===== src/rtl/clkdiv_gen_pkg.sv =====
`default_nettype none
// ----------------------------------------------------------------------------
// clkdiv_gen_pkg : shared types and helpers for the clkdiv_gen block
// Revision 1.0
// ----------------------------------------------------------------------------
package clkdiv_gen_pkg;

  typedef enum logic [1:0] {
    ST_STOP = 2'd0,
    ST_LOAD = 2'd1,
    ST_LOCK = 2'd2,
    ST_RUN  = 2'd3
  } state_e;

  typedef logic [31:0] word_t;

  function automatic int ch_width(input int n);
    return (n <= 1) ? 1 : $clog2(n);
  endfunction

  // LOCK counter runs 0..n-1
  function automatic int lock_width(input int n);
    return (n <= 1) ? 1 : $clog2(n);
  endfunction

  function automatic word_t sanitise_div(input word_t d);
    return (d == '0) ? word_t'(1) : d;
  endfunction

  // d must already be sanitised
  function automatic word_t sanitise_phase(input word_t p, input word_t d);
    return (p >= d) ? (d - word_t'(1)) : p;
  endfunction

endpackage
`default_nettype wire


===== src/rtl/clkdiv_chan.sv =====
`default_nettype none
// ----------------------------------------------------------------------------
// clkdiv_chan : one divider channel - shadow/active config, counter, decode
// Revision 1.0
// ----------------------------------------------------------------------------
module clkdiv_chan
  import clkdiv_gen_pkg::*;
#(
  parameter int unsigned      DIV_W     = 8,
  parameter logic [DIV_W-1:0] DIV_RST   = DIV_W'(1),
  parameter logic [DIV_W-1:0] PHASE_RST = '0,
  parameter logic             EN_RST    = 1'b1
) (
  input  logic             clk_i,
  input  logic             rst_i,
  input  logic             wr_i,
  input  logic [DIV_W-1:0] div_i,
  input  logic [DIV_W-1:0] phase_i,
  input  logic             en_i,
  input  logic             load_i,
  input  logic             cnt_en_i,
  input  logic             run_i,
  output logic             clk_en_o,
  output logic             clk_out_o,
  output logic             active_o
);

  localparam word_t       RST_DIV = sanitise_div(word_t'(DIV_RST));
  localparam word_t       RST_PH  = sanitise_phase(word_t'(PHASE_RST), RST_DIV);
  localparam int unsigned HW      = DIV_W + 1;

  logic [DIV_W-1:0] sh_div_q, sh_ph_q, act_div_q, cnt_q, cnt_d, term_w;
  logic             sh_en_q, act_en_q;
  logic [HW-1:0]    half_w;

  assign term_w = act_div_q - DIV_W'(1);
  assign half_w = ({1'b0, act_div_q} + HW'(1)) >> 1;

  always_comb begin
    cnt_d = (cnt_q == term_w) ? '0 : cnt_q + 1'b1;
  end

  always_ff @(posedge clk_i) begin
    if (rst_i) begin
      sh_div_q  <= DIV_W'(RST_DIV);
      sh_ph_q   <= DIV_W'(RST_PH);
      sh_en_q   <= EN_RST;
      act_div_q <= DIV_W'(RST_DIV);
      act_en_q  <= 1'b0;
      cnt_q     <= '0;
    end else begin
      if (wr_i) begin
        sh_div_q <= DIV_W'(sanitise_div(word_t'(div_i)));
        sh_ph_q  <= DIV_W'(sanitise_phase(word_t'(phase_i), sanitise_div(word_t'(div_i))));
        sh_en_q  <= en_i;
      end
      if (load_i) begin
        act_div_q <= sh_div_q;
        act_en_q  <= sh_en_q;
        cnt_q     <= sh_ph_q;
      end else if (cnt_en_i) begin
        cnt_q <= cnt_d;
      end
    end
  end

  assign clk_en_o  = run_i & act_en_q & (cnt_q == term_w);
  assign clk_out_o = run_i & act_en_q & ({1'b0, cnt_q} < half_w);
  assign active_o  = act_en_q;

endmodule
`default_nettype wire


===== src/rtl/clkdiv_gen.sv =====
`default_nettype none
// ----------------------------------------------------------------------------
// clkdiv_gen : multi-channel divided-clock generator with lock sequencer
// Revision 1.0
// ----------------------------------------------------------------------------
module clkdiv_gen
  import clkdiv_gen_pkg::*;
#(
  parameter int unsigned              NUM_CH      = 4,
  parameter int unsigned              DIV_W       = 8,
  parameter int unsigned              LOCK_CYCLES = 16,
  parameter logic [NUM_CH*DIV_W-1:0]  DIV_INIT    = {8'd12, 8'd24, 8'd23, 8'd48},
  parameter logic [NUM_CH*DIV_W-1:0]  PHASE_INIT  = '0,
  parameter logic [NUM_CH-1:0]        EN_INIT     = '1,
  localparam int                      CH_W        = ch_width(NUM_CH)
) (
  input  logic              refclk,
  input  logic              reset,
  input  logic              cfg_valid,
  output logic              cfg_ready,
  input  logic [CH_W-1:0]   cfg_ch,
  input  logic [DIV_W-1:0]  cfg_div,
  input  logic [DIV_W-1:0]  cfg_phase,
  input  logic              cfg_en,
  input  logic              commit,
  output logic              busy,
  output logic              locked,
  output logic [NUM_CH-1:0] clk_en,
  output logic [NUM_CH-1:0] clk_out,
  output logic [NUM_CH-1:0] ch_active
);

  localparam int              LK_W    = lock_width(LOCK_CYCLES);
  localparam logic [LK_W-1:0] LK_LAST = LK_W'(LOCK_CYCLES - 1);

  state_e          state_q, state_d;
  logic [LK_W-1:0] lk_cnt_q, lk_cnt_d;
  logic            run_w, load_w, cnt_en_w, wr_fire_w;

  always_ff @(posedge refclk) begin
    if (reset) begin
      state_q  <= ST_LOAD;
      lk_cnt_q <= '0;
    end else begin
      state_q  <= state_d;
      lk_cnt_q <= lk_cnt_d;
    end
  end

  always_comb begin
    state_d  = state_q;
    lk_cnt_d = lk_cnt_q;
    case (state_q)
      ST_RUN:  if (commit) state_d = ST_STOP;
      ST_STOP: state_d = ST_LOAD;
      ST_LOAD: begin
        state_d  = ST_LOCK;
        lk_cnt_d = '0;
      end
      ST_LOCK: begin
        if (lk_cnt_q == LK_LAST) state_d = ST_RUN;
        else                     lk_cnt_d = lk_cnt_q + 1'b1;
      end
      default: state_d = ST_LOAD;
    endcase
  end

  // Counters keep running through LOCK so channel alignment is settled before ungating
  assign run_w     = (state_q == ST_RUN);
  assign load_w    = (state_q == ST_LOAD);
  assign cnt_en_w  = (state_q == ST_LOCK) | run_w;
  assign wr_fire_w = cfg_valid & run_w;

  assign cfg_ready = run_w;
  assign locked    = run_w;
  assign busy      = ~run_w;

  for (genvar i = 0; i < NUM_CH; i++) begin : g_chan
    clkdiv_chan #(
      .DIV_W     (DIV_W),
      .DIV_RST   (DIV_INIT[i*DIV_W +: DIV_W]),
      .PHASE_RST (PHASE_INIT[i*DIV_W +: DIV_W]),
      .EN_RST    (EN_INIT[i])
    ) u_chan (
      .clk_i     (refclk),
      .rst_i     (reset),
      .wr_i      (wr_fire_w && (cfg_ch == CH_W'(i))),
      .div_i     (cfg_div),
      .phase_i   (cfg_phase),
      .en_i      (cfg_en),
      .load_i    (load_w),
      .cnt_en_i  (cnt_en_w),
      .run_i     (run_w),
      .clk_en_o  (clk_en[i]),
      .clk_out_o (clk_out[i]),
      .active_o  (ch_active[i])
    );
  end

endmodule
`default_nettype wire


===== config.mk =====
export PLATFORM = sky130hd
export DESIGN_NAME = clkdiv_gen
export DESIGN_NICKNAME = d
export VERILOG_FILES = /design/src/rtl/clkdiv_gen_pkg.sv /design/src/rtl/clkdiv_chan.sv /design/src/rtl/clkdiv_gen.sv
export SDC_FILE = /design/constraint.sdc
export NUM_CORES = 1
export LEC_CHECK = 0
export CORE_UTILIZATION = 47
export CTS_CLUSTER_DIAMETER = 30
export DETAILED_ROUTE_END_ITERATION = 12
export GPL_TIMING_DRIVEN = 0
export PLACE_DENSITY_LB_ADDON = 0.15
export SETUP_SLACK_MARGIN = 0.5
export SLEW_MARGIN = 5
export SYNTH_ARGS = -nofsm -noshare
export SYNTH_HDL_FRONTEND = slang
export SYNTH_HIERARCHICAL = 1
export SYNTH_SLANG_ARGS = --single-unit

===== constraint.sdc =====
create_clock -name refclk -period 5.7 [get_ports refclk]
set_input_delay 1.425 -clock refclk [delete_from_list [all_inputs] [get_ports refclk]]
set_output_delay 1.425 -clock refclk [all_outputs]
set_load 0.005 [all_outputs]

==> impl_metrics.json <==
{
  "outcome": "finished clean",
  "period_share_pct": 83.2,
  "yosysSeqAreaShare_pct": 27.9,
  "antenna_found_initial": 0,
  "cts_tree": "done",
  "vias": 8902,
  "synthTopCellsByArea": "dfxtp_1, ha_1, mux2i_1, xnor2_1, xor2_1",
  "hold_path.class": "reg -> reg",
  "io_pins": 38,
  "grt_use_total_pct": 24.7,
  "synth_flop_cell": "dfxtp_1",
  "drt-pass1-iter-count": 5,
  "whs_ns": 0.459,
  "yosysMostFrequentCell": "dfxtp_1",
  "synth-simple-area-share_pct": 21.7,
  "n_antenna_cell": 0,
  "hpwl_mm": 19.0,
  "std_cell_rows": 53,
  "drive_gt1_share_pct": 9.78,
  "clk_path_buf_depth": 2,
  "synth_top_family_by_area": "simple AND/OR/NAND/NOR gates",
  "fin_crit_ns": 4.74,
  "r2r_setup_slack_ns": 2.84,
  "cellLeakagePower_nw": 4.38,
  "slew_headroom_pct": 26.4,
  "cp_max_fo": 20,
  "synth_area_leader_cell": "dfxtp_1",
  "worst_slack_ns": 0.959,
  "endpoint_kind": "flop",
  "drc": 0,
  "cpMaxStageDelayCell": "clkdlybuf4s50_1",
  "synth_edf_count": 0,
  "synthCells": 1190,
  "via_per_inst": 5.81,
  "ant_nets": 0,
  "synthTopCellsByCount": "dfxtp_1, ha_1, nor2_1",
  "grt_max_degree": 25,
  "start_kind": "input port",
  "synthAdderAreaFrac_pct": 10.2,
  "drv_slew": 0,
  "drt_first_iter_violations": 505,
  "fin_setup_tns_ns": 0,
  "synth-seq-cells": 142,
  "cts_hold_buffers": 0,
  "rsz0062_at_grt": "false",
  "grt_pass1_vias": 8298,
  "dieWidth_um": 149,
  "cts_resized": 0,
  "grt_pass1_wl_mm": 43.2,
  "wl_mm": 26.5,
  "fillerInstances": 2003,
  "fp.dieH_um": 149,
  "async_reset_ff_share_pct": 0,
  "worst_pin_slew_ns": 1.10,
  "synthToLayoutAreaGrowth_pct": 13.2,
  "max_freq_mhz": 211,
  "arrival_ns": 5.07,
  "final.setup_skew_ns": 0.00657,
  "cts.sinks": 142,
  "p_total_mw": 3.62,
  "numPortBuffers": 37,
  "initial_core_util_pct": 48.1,
  "syn_nets": 1296,
  "place.gp.congestion": 0.849,
  "power.density_nw_per_um2": 315,
  "nNetsFinal": 1352,
  "insertion_delay_ns": 0.42,
  "critical_path.max_stage_delay_ns": 0.98,
  "syn_area_um2": 10200,
  "gr-total-overflow": 0,
  "cts-root-buf": "clkbuf_16",
  "synth_top_area_share_pct": 27.9,
  "cts_buffers": 17,
  "final-hold-violation-count": 0,
  "timing.critical_path.buf_inv": 3,
  "synth_mux_area_share_pct": 4.82,
  "peakVddDrop_uv": 200,
  "clk_pin_slew_ns": 0.06,
  "die-area_um2": 22200,
  "synth_compound_area_share_pct": 20.0,
  "setup_viol_count_final": 0,
  "design.core.area_um2": 21200,
  "ys_types": 62,
  "place_area_um2": 10900,
  "final_cell_area_um2": 11500,
  "avgSynthCellArea_um2": 8.55,
  "cp_top_family": "buffers and inverters",
  "placedCellCount": 1502,
  "synth_xor_xnor_area_share_pct": 7.92,
  "place_ws_ns": 0.573,
  "synth_warnings": 6,
  "wl_per_cell_um": 17.3,
  "cp.required_ns": 6.03,
  "post_cts_buffers": 0,
  "worstPathCellList": "clkdlybuf4s50_1 > nor4_1 > a41oi_1 > inv_1 > ha_1 > nand2b_1 > a211oi_1 > o221a_2 > buf_2 > o21ai_0 > a311oi_1",
  "worstSetupPathType": "in -> reg",
  "instances_no_fill": 1533,
  "htree_levels": 4,
  "maxCapViolCount": 0,
  "final_util_pct": 54.4
}
## metal layers
metal | GRT usage [%] | share of wire (%) | vias to the layer above
met1 | 34.5 | 49 | 4205
met5 | 0 | 0 | -
li1 | - | - | 4445
met4 | 6.94 | 1.6 | 0
met2 | 38.3 | 44 | 228
met3 | 4.80 | 5.1 | 24
## sequential cells by signal, indices dropped and copies added, names as in the netlist
register and cells:
state_q 2, lk_cnt_q 4, g_chan.u_chan/act_div_q 32, g_chan.u_chan/sh_en_q 4
g_chan.u_chan/cnt_q 32, g_chan.u_chan/active_o 4, g_chan.u_chan/sh_ph_q 32, g_chan.u_chan/sh_div_q 32
## worst paths after layout
| kind | start | endpoint | cells past startpoint |
|---|---|---|---|
| worst max-delay path | cfg_div[6] | g_chan[2].u_chan/sh_ph_q[1]$_SDFFE_PP0P_ | 11 |
| worst min register to register | g_chan[0].u_chan/sh_div_q[4]$_SDFFE_PP1P_ | g_chan[0].u_chan/act_div_q[4]$_SDFFE_PP1P_ | 1 |
| worst min-delay path | g_chan[0].u_chan/sh_div_q[4]$_SDFFE_PP1P_ | g_chan[0].u_chan/act_div_q[4]$_SDFFE_PP1P_ | 1 |
| worst max register to register | state_q[1]$_SDFFE_PP0P_ | g_chan[0].u_chan/sh_div_q[6]$_SDFFE_PP0P_ | 7 |
## power breakdown
part	internal, mW	switching, mW	total (mW)
clock	0.771	0.419	1.19
sequential	1.07	0.0934	1.17
combinational	0.527	0.741	1.27
## logic make-up (layout without fill, tap and decap cells)
logic type,Yosys count,count (layout)
AOI/OAI and AO/OA,270,270
and+or+nand+nor,400,400
adders and majority gates,83,83
xor gates and xnor gates,92,92
buffers and inverters,154,222
DFF,142,142
muxes,49,49
## layout by cell type, fill, tap and decap left out, drive strengths merged, types with 5 or more instances in the layout
cell type      Yosys  final
a211o             14     14
a211oi            19     19
a21o               8      8
a21oi             61     61
a311oi             9      9
a31oi             23     23
and3               8      8
buf               39     39
bufinv             0      5
clkbuf            40     59
clkdlybuf4s50      0     37
clkinv             0      5
dfxtp            142    142
ha                83     83
inv               74     74
mux2i             49     49
nand2             45     45
nand2b            37     37
nand3             69     69
nand4             24     24
nand4b             5      5
nor2              83     83
nor2b             29     29
nor3              26     26
nor3b             36     36
o2111ai           11     11
o211ai            19     19
o21ai             27     27
o22ai             32     32
o311ai             8      8
or3               12     12
xnor2             48     48
xor2              44     44
## cell type report
type	count	area, um^2	share of cell area (%)
Multi-Input combinational cell	894	6570	57.1
Timing Repair Buffer	37	370	3.22
Sequential cell	142	2840	24.7
Tap cell	275	344	2.99
Inverter	74	278	2.41
Clock inverter	12	194	1.68
Clock buffer	19	433	3.76
Buffer	80	482	4.18
No activity file was read; power rests on OpenSTA's default activity.
